<file path="config.mk">
export PLATFORM = sky130hd
export DESIGN_NAME = iir_lowpass_multi_flat
export DESIGN_NICKNAME = d
export VERILOG_FILES = /design/src/rtl/iir_lowpass_multi_if.sv /design/src/rtl/iir_lowpass_multi.sv /design/src/flat_wrapper.sv
export SDC_FILE = /design/constraint.sdc
export NUM_CORES = 1
export LEC_CHECK = 0
export BUFFER_PORTS_ARGS = -buffer_cell sky130_fd_sc_hd__buf_2
export CORE_ASPECT_RATIO = 2
export CORE_MARGIN = 5
export CORE_UTILIZATION = 41
export CTS_CLUSTER_DIAMETER = 50
export DETAILED_ROUTE_END_ITERATION = 10
export GPL_ROUTABILITY_DRIVEN = 0
export PLACE_DENSITY = 0.64
export SLEW_MARGIN = 40
export SYNTH_ARGS = -nofsm -noshare
export SYNTH_HDL_FRONTEND = slang
export SYNTH_SLANG_ARGS = --single-unit
export TNS_END_PERCENT = 1
</file>
<file path="constraint.sdc">
create_clock -name clk -period 6.4 [get_ports clk]
set_input_delay 0.64 -clock clk [delete_from_list [all_inputs] [get_ports clk]]
set_output_delay 0.64 -clock clk [all_outputs]
set_load 0.02 [all_outputs]
</file>
<file path="src/rtl/iir_lowpass_multi_if.sv">
// -----------------------------------------------------------------------------
// iir_lowpass_multi_if
// Stream and control bundle for iir_lowpass_multi.
//
// Handshake: a beat transfers on a rising clk edge where valid && ready are
// both high. A source holds valid and its payload until that edge. Ready may
// be asserted without valid and never depends on valid on the same side.
//
// Signals
//   gain      filter shift k (clamped to MAX_GAIN inside the filter)
//   clear_req single-cycle pulse, flush every channel accumulator
//   in_*      input sample stream (valid/ready/ch/data)
//   out_*     filtered sample stream (valid/ready/ch/data)
//   busy      flush sweep in progress
// Modports: slave = filter side, master = producer/consumer side.
// -----------------------------------------------------------------------------
interface iir_lowpass_multi_if #(
   parameter int WIDTH    = 16,
   parameter int CHANNELS = 4,
   parameter int MAX_GAIN = 8
);
   localparam int CH_W = (CHANNELS > 1) ? $clog2(CHANNELS) : 1;
   localparam int G_W  = $clog2(MAX_GAIN + 1);

   logic [G_W-1:0]          gain;
   logic                    clear_req;
   logic                    in_valid;
   logic                    in_ready;
   logic [CH_W-1:0]         in_ch;
   logic signed [WIDTH-1:0] in_data;
   logic                    out_valid;
   logic                    out_ready;
   logic [CH_W-1:0]         out_ch;
   logic signed [WIDTH-1:0] out_data;
   logic                    busy;

   modport slave (
      input  gain, clear_req, in_valid, in_ch, in_data, out_ready,
      output in_ready, out_valid, out_ch, out_data, busy
   );

   modport master (
      output gain, clear_req, in_valid, in_ch, in_data, out_ready,
      input  in_ready, out_valid, out_ch, out_data, busy
   );
endinterface

</file>
<file path="src/rtl/iir_lowpass_multi.sv">
// -----------------------------------------------------------------------------
// iir_lowpass_multi
// Time-multiplexed single-pole IIR low-pass over CHANNELS independent
// channels, one sample per cycle:
//   acc[ch] <= acc[ch] + in - (acc[ch] >>> k);  out = acc_new >>> k
// A gain change or clear_req starts a CHANNELS-cycle sweep that zeroes every
// accumulator; input is blocked while it runs.
//
// Ports
//   clk          clock
//   rst          synchronous active-high reset
//   bus          iir_lowpass_multi_if.slave (gain, clear, in/out streams, busy)
//   o_dbg_state  current FSM state (0 = RUN, 1 = CLEAR)
// -----------------------------------------------------------------------------
module iir_lowpass_multi #(
   parameter int WIDTH    = 16,
   parameter int CHANNELS = 4,
   parameter int MAX_GAIN = 8
) (
   input  logic                  clk,
   input  logic                  rst,
   iir_lowpass_multi_if.slave    bus,
   output logic                  o_dbg_state
);
   localparam int CH_W  = (CHANNELS > 1) ? $clog2(CHANNELS) : 1;
   localparam int G_W   = $clog2(MAX_GAIN + 1);
   localparam int ACC_W = WIDTH + MAX_GAIN;

   typedef enum logic {
      ST_RUN   = 1'b0,
      ST_CLEAR = 1'b1
   } state_t;

   state_t                  r_state;
   state_t                  w_state_nxt;
   logic [CH_W-1:0]         r_idx;
   logic [CH_W-1:0]         w_idx_nxt;
   logic                    w_clr_en;
   logic [G_W-1:0]          r_gain_q;
   logic [G_W-1:0]          w_gain_clamped;
   logic signed [ACC_W-1:0] r_acc [CHANNELS];
   logic                    r_out_valid;
   logic [CH_W-1:0]         r_out_ch;
   logic signed [WIDTH-1:0] r_out_data;

   logic                    w_restart;
   logic                    w_in_ready;
   logic                    w_accept;
   logic                    w_ch_ok;
   logic signed [ACC_W-1:0] w_acc_cur;
   logic signed [ACC_W-1:0] w_in_sext;
   logic signed [ACC_W-1:0] w_acc_shr;
   logic signed [ACC_W-1:0] w_acc_new;
   logic signed [ACC_W-1:0] w_out_full;

   assign w_gain_clamped = (bus.gain > G_W'(MAX_GAIN)) ? G_W'(MAX_GAIN) : bus.gain;

   // Any clear request or effective gain change (re)starts the sweep, in
   // either state, so the sweep always finishes with every channel zeroed.
   assign w_restart  = bus.clear_req || (w_gain_clamped != r_gain_q);

   assign w_in_ready = (r_state == ST_RUN) && (!r_out_valid || bus.out_ready);
   assign w_accept   = bus.in_valid && w_in_ready;

   // Out-of-range channel ids are accepted but have no effect.
   assign w_ch_ok    = {1'b0, bus.in_ch} < (CH_W + 1)'(CHANNELS);

   assign w_acc_cur  = w_ch_ok ? r_acc[bus.in_ch] : '0;
   assign w_in_sext  = {{MAX_GAIN{bus.in_data[WIDTH-1]}}, bus.in_data};
   assign w_acc_shr  = w_acc_cur >>> r_gain_q;
   assign w_acc_new  = w_acc_cur + w_in_sext - w_acc_shr;
   // |acc_new| <= 2^k * 2^(WIDTH-1), so the shifted value fits in WIDTH bits.
   assign w_out_full = w_acc_new >>> r_gain_q;

   // ---------------- FSM ----------------
   always_ff @(posedge clk) begin
      if (rst) begin
         r_state  <= ST_RUN;
         r_idx    <= '0;
         r_gain_q <= w_gain_clamped;
      end else begin
         r_state  <= w_state_nxt;
         r_idx    <= w_idx_nxt;
         if (w_restart) begin
            r_gain_q <= w_gain_clamped;
         end
      end
   end

   always_comb begin
      w_state_nxt = r_state;
      w_idx_nxt   = r_idx;
      w_clr_en    = 1'b0;
      case (r_state)
         ST_RUN: begin
            if (w_restart) begin
               w_state_nxt = ST_CLEAR;
               w_idx_nxt   = '0;
            end
         end
         ST_CLEAR: begin
            w_clr_en = 1'b1;
            if (w_restart) begin
               w_idx_nxt = '0;
            end else if (r_idx == CH_W'(CHANNELS - 1)) begin
               w_state_nxt = ST_RUN;
               w_idx_nxt   = '0;
            end else begin
               w_idx_nxt = r_idx + 1'b1;
            end
         end
         default: begin
            w_state_nxt = ST_RUN;
            w_idx_nxt   = '0;
         end
      endcase
   end

   // ---------------- Datapath ----------------
   // Accept only happens in RUN and clearing only in CLEAR, so the two
   // accumulator writes never collide.
   always_ff @(posedge clk) begin
      if (rst) begin
         for (int i = 0; i < CHANNELS; i++) begin
            r_acc[i] <= '0;
         end
         r_out_valid <= 1'b0;
         r_out_ch    <= '0;
         r_out_data  <= '0;
      end else begin
         if (w_clr_en) begin
            r_acc[r_idx] <= '0;
         end
         if (w_accept && w_ch_ok) begin
            r_acc[bus.in_ch] <= w_acc_new;
            r_out_valid      <= 1'b1;
            r_out_ch         <= bus.in_ch;
            r_out_data       <= w_out_full[WIDTH-1:0];
         end else if (bus.out_ready) begin
            r_out_valid <= 1'b0;
         end
      end
   end

   assign bus.in_ready  = w_in_ready;
   assign bus.out_valid = r_out_valid;
   assign bus.out_ch    = r_out_ch;
   assign bus.out_data  = r_out_data;
   assign bus.busy      = (r_state == ST_CLEAR);
   assign o_dbg_state   = r_state;
endmodule
</file>
<file path="src/flat_wrapper.sv">
// flat-port wrapper written by rule: the top's interface ports become plain ports
module iir_lowpass_multi_flat 
#(
   parameter int WIDTH    = 16,
   parameter int CHANNELS = 4,
   parameter int MAX_GAIN = 8
)
  (clk, rst, o_dbg_state, bus_gain, bus_clear_req, bus_in_valid, bus_in_ch, bus_in_data, bus_out_ready, bus_in_ready, bus_out_valid, bus_out_ch, bus_out_data, bus_busy);
  iir_lowpass_multi_if #(.WIDTH(WIDTH), .CHANNELS(CHANNELS), .MAX_GAIN(MAX_GAIN)) bus_i ();
  input  logic clk;
  input  logic rst;
  output logic o_dbg_state;
  input wire logic [$bits(bus_i.gain)-1:0] bus_gain;
  input wire logic [$bits(bus_i.clear_req)-1:0] bus_clear_req;
  input wire logic [$bits(bus_i.in_valid)-1:0] bus_in_valid;
  input wire logic [$bits(bus_i.in_ch)-1:0] bus_in_ch;
  input wire logic [$bits(bus_i.in_data)-1:0] bus_in_data;
  input wire logic [$bits(bus_i.out_ready)-1:0] bus_out_ready;
  output wire logic [$bits(bus_i.in_ready)-1:0] bus_in_ready;
  output wire logic [$bits(bus_i.out_valid)-1:0] bus_out_valid;
  output wire logic [$bits(bus_i.out_ch)-1:0] bus_out_ch;
  output wire logic [$bits(bus_i.out_data)-1:0] bus_out_data;
  output wire logic [$bits(bus_i.busy)-1:0] bus_busy;
  assign bus_i.gain = bus_gain;
  assign bus_i.clear_req = bus_clear_req;
  assign bus_i.in_valid = bus_in_valid;
  assign bus_i.in_ch = bus_in_ch;
  assign bus_i.in_data = bus_in_data;
  assign bus_i.out_ready = bus_out_ready;
  assign bus_in_ready = bus_i.in_ready;
  assign bus_out_valid = bus_i.out_valid;
  assign bus_out_ch = bus_i.out_ch;
  assign bus_out_data = bus_i.out_data;
  assign bus_busy = bus_i.busy;
  iir_lowpass_multi #(.WIDTH(WIDTH), .CHANNELS(CHANNELS), .MAX_GAIN(MAX_GAIN)) u_core (.clk(clk), .rst(rst), .bus(bus_i), .o_dbg_state(o_dbg_state));
endmodule
</file>
==> results.ini <==
[hold_path]
hold_path.class=flop to flop

[clocking]
cts_tree=done
ctsResizeCount=0
numCtsBuffers=17
clk_path_buf_depth=2
clock_latency_ps=430
cts_sinks=122
cts_max_level=4
post_cts_buffers=0
cts_hold_buf=0
clk_pin_slew_ps=60
clockRootBuffer=clkbuf_16

[critical_path]
end_kind=flop
crit_path_start_kind=input pin
cp_max_fo=26
endpoint=u_core.bus.out_data[11]$_SDFFE_PP0P_
ff2ff_path_depth=17
crit_type=input pin to flop
critical_path_required_ps=6680
r2r-end=u_core.bus.out_data[11]$_SDFFE_PP0P_
regToRegStartpoint=u_core.r_gain_q[0]$_DFFE_PP_
r2r_slack_ps=640
arrival_ps=6090
cp-startpoint=bus_in_ch[0]

[detailed_routing]
routed_wl_um=29200
num_vias=8075
post_drt_wl_per_cell_um=21.2
ant_nets=0
drt_first_iter_violations=674
drc=0
viasPerCell=5.87
dr.pass1.iters=7

[placement]
placed_area_um2=10000
dp_hpwl_um=22400
port_buffers=48

[timing]
hold_viol=0
setup_viol=0
layout_min_cycle_time_ps=5800
relSlewSlack_pct=36.6
grt_setup_unrepaired=no
worst_slew_pin_slew_ps=941
skew_ps=11.3
maxSlewViolCount=0
max_freq_mhz=172
finalSetupTns_ps=0
finalCritPeriodShare_pct=90.7

[grt]
grt_max_degree=58
grt.total_usage_pct=22.6
grt_pass1_wl_um=44400
grt_overflow_total=0
grt_pass1_vias=8170
antenna_found_initial=0

[power]
pwr-share-comb_pct=54.6
p_sw_share_pct=44.1
seqPwrFrac_pct=21.8
power_mw=4.47
power_leakage_nw=4.58
netSwitchingPower_mw=1.97
peakVddDrop_mv=0.196
p_per_area_nw_per_um2=419
power.share.clock_pct=23.6
p_int_mw=2.50

[floorplanning]
die_y_um=225
die_area_um2=26300
die_w_um=117
num_rows=78
pin_count=49
core_area_um2=22700
start_util_pct=41.5

[logic_synthesis]
synth-edff-count=100
synthArstFlopShare_pct=0
synth.yosys.seq_area_share_pct=36.5
synth_top_area_cell=edfxtp_1
synth_seq_cells=122
syn_inst=1058
yosysWarnings=0
syn-cell-area_um2=9440
synth_top_area_share_pct=31.8
synth_nets=1133
synthTopCellsByArea=edfxtp_1 32%, mux4_2 7.4%, nor2_1 5.8%
postSynthAreaPerCell_um2=8.92
synth_top_flop_cell=edfxtp_1
synthDistinctLibCells=81

[run_status]
status=completed

[final_layout]
final_layout_size_suffix_gt1_share_pct=15.9
fin_nets=1157
syn_to_final_growth_pct=13.0
final_cell_mix=145 x nor2_1, 136 x nand2_1, 117 x inv_1
fin_util_pct=46.9
design_area_um2=10700
layout_commonest_cell=nor2_1
n_fill_cell=2146
diodes=0

[run]
cap_violations=0

## final cells by class
type,instances,area [µm²],area share [%]
clock inverter,14,219,2.05
sequential,122,3440,32.3
multi-input combinational,746,5270,49.4
inverter,117,439,4.12
timing repair buffer,78,510,4.79
tap,280,350,3.29
clock buffer,18,429,4.02
## worst max-delay path: stages
cell       delay (ps)
buf_2             100
buf_12            220
mux4_2            540
inv_1             100
o21ai_0           110
o21ai_0           270
nor2_1            100
nor2_1            210
o21ai_0           160
fa_1              540
inv_1              70
fa_1              480
a211oi_1          350
o21ai_2           130
a21oi_2           460
o21ai_4           150
a21o_1            210
a2111oi_2         510
a21oi_1           140
a311oi_1          410
o311ai_0          160
## through the flow
stage / hold WS (ps) / setup slack [ps] / instances
floorplan: 488 / 760 / 1058
global placement: 440 / 282 / 1342
detailed placement: 445 / 226 / 1343
CTS: 455 / 701 / 1375
global route: 474 / 263 / 1375
finish: 452 / 596 / 1375
## Yosys cell counts, types with 9 or more instances
cell type and count:
nor2_1 147, nand2_1 137, inv_1 117, edfxtp_1 100, o21ai_0 68, a21oi_1 54, clkbuf_1 51, mux2i_1 31
mux4_2 31, ha_1 25, fa_1 23, dfxtp_1 22, nor3_1 15, xnor2_1 14, nand2b_1 13, buf_2 12
o211ai_1 11, and2_1 10, nand3_1 10, nand4_1 9
## kinds of logic (layout without fill, tap and decap cells)
family,after synthesis,in the layout,synth area share (%)
flip-flops,122,122,36.5
buffers and inverters,190,227,7.85
adder cells (fa/ha/maj),48,48,8.19
multiplexers,70,70,11.6
AO/OA/AOI/OAI,238,238,17.1
AND/OR/NAND/NOR,368,368,16.7
XOR/XNOR,22,22,2.04
## power by group through the flow
stage / Sequential, mW / Combinational [mW] / Clock [mW]
2_1_floorplan: 1.00 / 1.55 / 0
3_3_place_gp: 0.984 / 2.37 / 0
3_5_place_dp: 0.987 / 2.37 / 0
4_1_cts: 0.972 / 2.39 / 1.07
5_1_grt: 0.978 / 2.60 / 1.10
6_report: 0.972 / 2.44 / 1.06
## per-layer routing
metal	up-vias	global-route usage (%)	wire, µm
met5	-	0	0
met4	0	18.2	2670
met3	125	3.31	1120
met2	295	39.9	15600
met1	3898	22.7	9850
li1	3757	-	-
## registers in the layout (all words and copies together), names as in the netlist
signal,count
u_core.r_acc,96
u_core.bus.out_data,16
u_core.r_gain_q,4
u_core.bus.out_ch,2
u_core.r_idx,2
u_core.bus.busy,1
u_core.bus.out_valid,1
## how the worst min path moves through the flow
stage,start,end,slack [ps],depth (start not counted)
floorplan,u_core.r_idx[1]$_SDFFE_PP0P_,u_core.r_idx[1]$_SDFFE_PP0P_,490,2
global placement,u_core.bus.out_data[0]$_SDFFE_PP0P_,u_core.bus.out_data[0]$_SDFFE_PP0P_,440,2
detailed placement,u_core.bus.out_data[8]$_SDFFE_PP0P_,u_core.bus.out_data[8]$_SDFFE_PP0P_,450,2
CTS,u_core.bus.out_ch[1]$_SDFFE_PP0P_,u_core.bus.out_ch[1]$_SDFFE_PP0P_,460,2
global route,bus_gain[3],u_core.r_gain_q[3]$_DFFE_PP_,470,1
finish,u_core.bus.out_ch[1]$_SDFFE_PP0P_,u_core.bus.out_ch[1]$_SDFFE_PP0P_,450,2
Power figures use the tool's default switching activity.
